### src/rtl/operand_bank_pkg.sv
`default_nettype none
// +--------------------------------------------------------------------------+
// | Module   : operand_bank_pkg                                              |
// | Purpose  : Shared definitions for the operand bank: FSM state encoding,  |
// |            default geometry and a select-width helper for parents.       |
// | Revision : 1.0 - initial release                                         |
// +--------------------------------------------------------------------------+
package operand_bank_pkg;

  localparam logic [1:0] ST_EMPTY   = 2'd0;
  localparam logic [1:0] ST_PARTIAL = 2'd1;
  localparam logic [1:0] ST_FULL    = 2'd2;

  localparam int DEF_WIDTH    = 8;
  localparam int DEF_NUM_REGS = 2;

  // Width of an index able to address n registers (never below one bit).
  function automatic int sel_width(input int n);
    return (n < 2) ? 1 : $clog2(n);
  endfunction

endpackage
`default_nettype wire

### src/rtl/operand_bank_edge.sv
`default_nettype none
// +--------------------------------------------------------------------------+
// | Module   : rise_edge_det                                                 |
// | Purpose  : One-cycle rising-edge detector on a synchronous level input.  |
// | Ports    : clk, rst (sync, active-high), in_i (level), edge_o (pulse)    |
// | Revision : 1.0 - initial release                                         |
// +--------------------------------------------------------------------------+
module rise_edge_det #(
  parameter logic RST_VAL = 1'b1
) (
  input  logic clk,
  input  logic rst,
  input  logic in_i,
  output logic edge_o
);

  logic in_q;

  // History resets to RST_VAL; with 1 a level held across reset release
  // must drop and rise again before it is seen as an edge.
  always_ff @(posedge clk) begin
    if (rst) in_q <= RST_VAL;
    else     in_q <= in_i;
  end

  assign edge_o = in_i & ~in_q;

endmodule
`default_nettype wire

### src/rtl/operand_bank.sv
`default_nettype none
// +--------------------------------------------------------------------------+
// | Module   : operand_bank                                                  |
// | Purpose  : Bank of NUM_REGS operand registers loaded from switches on    |
// |            load-request rising edges; tracks the loaded mask and flags   |
// |            a complete operand set to the downstream ALU.                 |
// | Ports    : clk, rst         - clock, sync active-high reset             |
// |            sw_input_i       - value to capture                          |
// |            load_req_i/sel_i - load request level and target index       |
// |            clr_req_i        - clear request level                       |
// |            operands_o       - flattened registers, reg i at [i*W +: W]  |
// |            loaded_o         - per-register loaded mask                  |
// |            all_loaded_o     - bank complete                             |
// |            upd_pulse_o      - complete set (re)delivered, one cycle     |
// |            sel_err_o        - sticky out-of-range select                |
// |            load_count_o     - saturating accepted-load count            |
// | Revision : 1.0 - initial release                                         |
// +--------------------------------------------------------------------------+
module operand_bank
  import operand_bank_pkg::*;
#(
  parameter int WIDTH    = DEF_WIDTH,
  parameter int NUM_REGS = DEF_NUM_REGS,
  parameter int SEL_W    = sel_width(NUM_REGS),
  parameter int CNT_W    = 8
) (
  input  logic                      clk,
  input  logic                      rst,
  input  logic [WIDTH-1:0]          sw_input_i,
  input  logic                      load_req_i,
  input  logic [SEL_W-1:0]          load_sel_i,
  input  logic                      clr_req_i,
  output logic [NUM_REGS*WIDTH-1:0] operands_o,
  output logic [NUM_REGS-1:0]       loaded_o,
  output logic                      all_loaded_o,
  output logic                      upd_pulse_o,
  output logic                      sel_err_o,
  output logic [CNT_W-1:0]          load_count_o
);

  localparam logic [SEL_W:0] c_NUM_REGS_X = (SEL_W+1)'(NUM_REGS);

  logic                w_load_edge;
  logic                w_clr_edge;
  logic                w_sel_ok;
  logic                w_accept;
  logic                w_reject;
  logic [NUM_REGS-1:0] w_sel_hot;

  logic [WIDTH-1:0]    regs_q [NUM_REGS];
  logic [WIDTH-1:0]    regs_d [NUM_REGS];
  logic [NUM_REGS-1:0] loaded_q, loaded_d;
  logic [1:0]          state_q, state_d;
  logic                upd_pulse_q, upd_pulse_d;
  logic                sel_err_q, sel_err_d;
  logic [CNT_W-1:0]    count_q, count_d;

  rise_edge_det #(.RST_VAL(1'b1)) u_load_edge (
    .clk    (clk),
    .rst    (rst),
    .in_i   (load_req_i),
    .edge_o (w_load_edge)
  );

  rise_edge_det #(.RST_VAL(1'b1)) u_clr_edge (
    .clk    (clk),
    .rst    (rst),
    .in_i   (clr_req_i),
    .edge_o (w_clr_edge)
  );

  // Extra leading bit so the range check also works when NUM_REGS is a
  // power of two (index can never be out of range then).
  assign w_sel_ok = ({1'b0, load_sel_i} < c_NUM_REGS_X);
  // Clear dominates a coincident load.
  assign w_accept = w_load_edge & ~w_clr_edge &  w_sel_ok;
  assign w_reject = w_load_edge & ~w_clr_edge & ~w_sel_ok;

  always_comb begin
    w_sel_hot = '0;
    for (int i = 0; i < NUM_REGS; i++) begin
      if (load_sel_i == SEL_W'(i)) w_sel_hot[i] = 1'b1;
    end
  end

  always_comb begin
    regs_d = regs_q;
    for (int i = 0; i < NUM_REGS; i++) begin
      if (w_clr_edge)                   regs_d[i] = '0;
      else if (w_accept && w_sel_hot[i]) regs_d[i] = sw_input_i;
    end
  end

  always_comb begin
    loaded_d = loaded_q;
    if (w_clr_edge)    loaded_d = '0;
    else if (w_accept) loaded_d = loaded_q | w_sel_hot;
  end

  always_comb begin
    state_d = state_q;
    case (state_q)
      ST_EMPTY, ST_PARTIAL: begin
        if (w_clr_edge)    state_d = ST_EMPTY;
        else if (w_accept) state_d = (&loaded_d) ? ST_FULL : ST_PARTIAL;
      end
      ST_FULL: begin
        if (w_clr_edge) state_d = ST_EMPTY;
      end
      default: state_d = ST_EMPTY;
    endcase
  end

  // Registered alongside the operand write, so the pulse lines up with the
  // completing/refreshing value on operands_o.
  assign upd_pulse_d = w_accept & (&loaded_d);
  assign sel_err_d   = sel_err_q | w_reject;
  assign count_d     = (w_accept && (count_q != '1)) ? count_q + CNT_W'(1) : count_q;

  always_ff @(posedge clk) begin
    if (rst) begin
      for (int i = 0; i < NUM_REGS; i++) regs_q[i] <= '0;
      loaded_q    <= '0;
      state_q     <= ST_EMPTY;
      upd_pulse_q <= 1'b0;
      sel_err_q   <= 1'b0;
      count_q     <= '0;
    end else begin
      regs_q      <= regs_d;
      loaded_q    <= loaded_d;
      state_q     <= state_d;
      upd_pulse_q <= upd_pulse_d;
      sel_err_q   <= sel_err_d;
      count_q     <= count_d;
    end
  end

  for (genvar g = 0; g < NUM_REGS; g++) begin : g_flat
    assign operands_o[g*WIDTH +: WIDTH] = regs_q[g];
  end

  assign loaded_o     = loaded_q;
  assign all_loaded_o = (state_q == ST_FULL);
  assign upd_pulse_o  = upd_pulse_q;
  assign sel_err_o    = sel_err_q;
  assign load_count_o = count_q;

endmodule
`default_nettype wire

### config.mk
export PLATFORM = sky130hd
export DESIGN_NAME = operand_bank
export DESIGN_NICKNAME = d
export VERILOG_FILES = /design/src/rtl/operand_bank_pkg.sv /design/src/rtl/operand_bank_edge.sv /design/src/rtl/operand_bank.sv
export SDC_FILE = /design/constraint.sdc
export NUM_CORES = 1
export LEC_CHECK = 0
export BUFFER_PORTS_ARGS = -buffer_cell sky130_fd_sc_hd__buf_4
export CAP_MARGIN = 20
export CELL_PAD_IN_SITES_DETAIL_PLACEMENT = 0
export CELL_PAD_IN_SITES_GLOBAL_PLACEMENT = 1
export CORE_ASPECT_RATIO = 0.7
export CORE_UTILIZATION = 40
export CTS_BUF_LIST = sky130_fd_sc_hd__clkbuf_8
export DETAILED_ROUTE_END_ITERATION = 10
export GPL_ROUTABILITY_DRIVEN = 0
export PLACE_DENSITY = 0.85
export RECOVER_POWER = 25
export SLEW_MARGIN = 20
export SYNTH_ARGS = -nofsm -noshare
export SYNTH_HDL_FRONTEND = slang
export SYNTH_SLANG_ARGS = --single-unit
### constraint.sdc
create_clock -name clk -period 4.05 [get_ports clk]
set_clock_uncertainty 0.2 [all_clocks]
set_input_delay 0.2025 -clock clk [delete_from_list [all_inputs] [get_ports clk]]
set_output_delay 0.2025 -clock clk [all_outputs]
set_load 0.01 [all_outputs]
Word level (Yosys, flattened, before mapping)
Index checks and enable logic that the tools add are counted.
{"block": "totals", "memories": 0, "mem_bits_ro": 0, "latch_bits": 0, "input_bits": 13, "register_bits": 31, "out_inout_bits": 29, "wordCells": 39, "mem_bits_rw": 0}
{"block": "classes", "n_eq_ne": 5, "n_mul": 0, "n_reduce_logical": 8, "n_mux": 9, "shift": 0, "bitwise_logic": 8, "n_addsub": 1, "div_mod_pow": 0, "order_cmp": 0}
{"op": "2-bit two-way mux", "n": 6}
{"op": "8-bit by 1-bit adder with 8-bit output (second input constant)", "n": 1}
{"op": "8-bit inequality test (second input constant)", "n": 1}
{"op": "1-bit bitwise AND", "n": 4}
{"op": "2-bit one-hot mux with 2 select lines", "n": 1}
{"op": "2-bit AND reduction", "n": 2}
{"op": "2-bit OR reduction", "n": 2}
{"op": "1-bit logical AND", "n": 3}
{"op": "3-bit inequality test (second input constant)", "n": 1}
{"op": "1-bit NOT", "n": 3}
{"op": "2-bit by 1-bit equality test with 1-bit output (second input constant)", "n": 1}
{"op": "2-bit equality test (second input constant)", "n": 1}
{"op": "2-bit logical NOT", "n": 1}
{"op": "1-bit two-way mux", "n": 2}
{"op": "2-bit by 1-bit inequality test with 1-bit output (second input constant)", "n": 1}
{"op": "2-bit bitwise OR", "n": 1}

Logic depth before layout (Yosys ltp)
{"block": "logic_depth", "ltp_word": 11, "ltp_mapped": 6, "mapped_depth_nobuf": 5}

Modules after synthesis
From an unflattened synthesis, not the netlist that was laid out.
{"block": "unflattened", "cells_unflattened": 145, "area_unflattened_um2": 1227.4}
{"module": "operand_bank", "area_per_inst_um2": 1162.4, "cells_per_inst": 139, "n_inst": 1, "seq_area_each_um2": 580.6}
{"module": "rise_edge_det", "area_per_inst_um2": 32.5, "cells_per_inst": 3, "n_inst": 2, "seq_area_each_um2": 20.0}

Worst setup path before layout
OpenSTA, ideal clock, no wires.
{"block": "synth_path", "path_type": "reg-to-reg", "start": "reg count_q[0], in the netlist load_count_o[0]", "end": "reg count_q[4], in the netlist load_count_o[4]", "t_arrival_ps": 1374, "setup_time_ps": 71, "path_buffers": 1, "path_stages_with_launch": 7, "required_ps": 3779, "slack_ps": 2405, "synth_period_minus_slack_ps": 1645, "path_cell_list": "dfxtp_1 > ha_1 > nand3_1 > o211ai_2 > buf_6 > or3_1 > a21oi_1"}
{"block": "synth_between", "elab_chain_len": 2, "elab_cells_between_ends": 3, "cone_classes": "add/sub (1); eq/ne (1); reduce/logical (1)"}
{"element": "start: declaration", "line_no": "operand_bank.sv:56", "text": "logic [CNT_W-1:0] count_q, count_d;"}
{"element": "start signal: assignment", "line_no": "operand_bank.sv:134", "text": "count_q <= count_d;"}
{"element": "parallel branches: the longest is 2 deep, another holds 8-bit by 1-bit adder with 8-bit output"}
Parallel ways; which one is timed is not known.
A chain may end at the register's enable or synchronous reset.

Worst setup path after layout
{"block": "layout_path", "start": "in load_req_i", "end": "reg count_q[6], in the netlist load_count_o[6]"}
{"block": "layout_between", "elab_chain_len": 3}
{"element": "start: declaration", "line_no": "operand_bank.sv:30", "text": "input logic load_req_i,"}
{"element": "1-bit bitwise AND", "line_no": "operand_bank_edge.sv:26", "text": "assign edge_o = in_i & ~in_q;"}
{"element": "1-bit bitwise AND"}
{"element": "1-bit logical AND", "line_no": "operand_bank.sv:118", "text": "assign count_d = (w_accept && (count_q != '1)) ? count_q + CNT_W'(1) : count_q;"}
No other way between the ends.

==> results.json <==
{
  "clockBufferDepth": 2,
  "hold_path_depth": 3,
  "ys_seq_elements": 31,
  "start_util_pct": 42.96,
  "post_cts_buffers": 0,
  "finalMaxSlewViolations": 0,
  "cts_tree": "done",
  "place.port_buffers": 40,
  "rows": 16,
  "avgViaCountPerCell": 5.078,
  "worst-path-max-fanout": 11,
  "cts_root_buf": "clkbuf_8",
  "utilization_pct": 58.45,
  "powerDensity_nw_per_um2": 359.0,
  "cts_buffers": 5,
  "grt_use_total_pct": 17.85,
  "p_leak_nw": 0.6982,
  "fin_crit_sh_pct": 48.62,
  "die_w_um": 68.04,
  "drcViolationCount": 0,
  "hp-start": "load_sel_i",
  "postRouteWirelength_mm": 2.755,
  "yosysWarnings": 0,
  "cp.arrival_ns": 1.97,
  "status": "completed",
  "fin_nets": 195,
  "setup_tns_ns": 0,
  "r2r_cells": 5,
  "ioPinCount": 42,
  "grt_max_degree": 19,
  "holdWs_ns": 0.1444,
  "path_class": "input pin to flop",
  "worstSetupEndpointType": "flop",
  "area_delta_synth_final_pct": 36.07,
  "async_reset_ff_share_pct": 0,
  "ir_drop_uv": 234.8,
  "ys_seq_area_share_pct": 50.82,
  "r2r_slack_ns": 2.22,
  "syn_area_um2": 1221,
  "worst_pin_slew_ns": 0.6675,
  "slew_headroom_pct": 55.50,
  "drive_above_1_share_pct": 22.10,
  "synth.avg_cell_area_um2": 9.251,
  "post-route-min-period_ns": 1.969,
  "synth_edf_count": 0,
  "synth_fp_nets": 146,
  "dr.first_iter.drc_count": 33,
  "hold_path_class": "input pin to flop",
  "first_pass_iters": 4,
  "fmax_mhz": 507.8,
  "setup_viol": 0,
  "grt_pass1_wl_mm": 4.071,
  "critical_path_buf_inv_count": 2,
  "overflow": 0,
  "cts.sinks": 31,
  "finalNonFillerCells": 217,
  "cap_violations": 0,
  "dpl.hpwl_mm": 1.964,
  "die_h_um": 48.23,
  "design.core.area_um2": 2843,
  "grt_pass1_vias": 898,
  "antenna_found_initial": 0,
  "synth_cells": 132,
  "cp.required_ns": 4.05,
  "clock_latency_ns": 0.27,
  "nFillCells": 271,
  "worstSetupStartpointType": "input pin",
  "path_delay_family": "simple AND/OR/NAND/NOR gates",
  "vias": 1102,
  "synth-main-ff-cell": "dfxtp_1",
  "diodes": 0,
  "wire_per_inst_um": 12.70,
  "cts_htree_levels": 2,
  "cpPeakStageDelay_ns": 0.56,
  "finalHoldViolCount": 0,
  "crit_slowest_cell": "or4_1",
  "synth.distinct_cells": 30,
  "hold_path_end": "operands_o[1]",
  "die_area_um2": 3282,
  "cts.clk_slew.worst_paths_ns": 0.06,
  "reg2reg_from": "load_count_o[0]",
  "drtAntennaViolNets": 0,
  "reg2reg_to": "load_count_o[5]",
  "place_inst": 199,
  "rsz0062_at_grt": "no",
  "path_cells": "dlygate4sd3_1 -> buf_4 -> nor2b_4 -> nand2_1 -> or4_1 -> a21oi_1"
}
how the worst max path moves through the flow:
stage | start | cells past startpoint | slack, ns | endpoint
2_1_floorplan | load_count_o[0] | 6 | 2.41 | load_count_o[4]
3_3_place_gp | load_count_o[0] | 5 | 2.35 | load_count_o[5]
3_5_place_dp | load_count_o[0] | 5 | 2.22 | load_count_o[5]
4_1_cts | load_req_i | 6 | 2.07 | load_count_o[6]
5_1_grt | load_req_i | 6 | 2.03 | load_count_o[6]
6_report | load_req_i | 6 | 2.08 | load_count_o[6]
layout by cell type (no fill, tap or decap), types with 5 or more instances in the layout:
cell type	n
dlygate4sd3_1	11
a21oi_1	16
o21ai_0	11
clkbuf_8	6
nand3_1	5
nor2_1	12
dfxtp_1	31
buf_4	26
clkbuf_1	14
nand2_1	12
mux2i_1	11
registers in the layout (all words and copies together) (netlist names):
| register | count |
|---|---|
| load_count_o | 8 |
| loaded_o | 2 |
| operands_o | 16 |
| state_q | 2 |
| u_clr_edge.in_q | 1 |
| u_load_edge.in_q | 1 |
| upd_pulse_o | 1 |
cell type report:
cell class / instances / area (um2) / area share, %
clock inverter: 1 / 5.005 / 0.3012
inverter: 1 / 3.754 / 0.2259
multi-input combinational: 91 / 546.8 / 32.91
timing repair buffer: 51 / 357.8 / 21.54
clock buffer: 6 / 82.58 / 4.970
sequential: 31 / 620.6 / 37.35
tap: 36 / 45.04 / 2.711
routing by layer:
metal | vias to the layer above | global-route usage (%) | part of all wire [%]
li1 | 549 | - | -
met1 | 522 | 22.36 | 47
met2 | 29 | 28.43 | 48
met3 | 2 | 7.710 | 4.7
met4 | 0 | 5.000 | 0.47
met5 | - | 0 | 0
power by group:
part / internal [W] / switching, W / leakage, nW / total [W]
Clock: 0.000133 / 0.0000999 / 0.0470 / 0.000233
Combinational: 0.0000254 / 0.0000242 / 0.400 / 0.0000496
Sequential: 0.000311 / 0.00000344 / 0.251 / 0.000314
cells in the mapped netlist, types with 2 or more instances:
library cell  instances  area (um2)
a21oi_1              16       80.08
buf_2                 3       15.01
nor2_1               12       45.04
mux2i_1              11       110.1
dfxtp_1              31       620.6
nand3_1               5       25.02
nand2_1              12       45.04
o21ai_0              11       55.05
clkbuf_1              2       7.510
or4_1                 3       22.52
or3_1                 3       18.77
o31ai_1               3       22.52
or2_2                 2       12.51
nor3_1                2       10.01
kinds of logic (layout without fill, tap and decap cells):
family | after synthesis | in the layout | share of synthesized area [%]
and+or+nand+nor | 45 | 45 | 18.85
xor gates and xnor gates | 1 | 1 | 0.7173
muxes | 12 | 12 | 9.939
other | 1 | 1 | 0.3071
AOI/OAI and AO/OA | 31 | 31 | 13.93
adders and majority gates | 1 | 1 | 1.024
DFF | 31 | 31 | 50.82
buffers and inverters | 10 | 59 | 4.405
stage by stage:
stage | power, W | cell area, um2 | worst slack, ns
CTS | 0.0006076 | 1714 | 2.073
finish | 0.0005965 | 1662 | 2.081
global route | 0.0006251 | 1662 | 2.025
detailed placement | 0.0003636 | 1516 | 2.219
global placement | 0.0003627 | 1516 | 2.347
floorplan | 0.0003447 | 1221 | 2.405
worst reg2reg max path, stage by stage, from the launching register on:
cell and delay (ns):
dfxtp_1 0.34, ha_1 0.25, nand3_1 0.11, o211ai_2 0.22, or4_1 0.46, a21oi_1 0.17
what timing repair did:
item	CTS	global route
gates resized for setup	0	0
endpoints found under the hold margin	24	0
hold buffers	11	0
(Power assumes the default switching activity.)
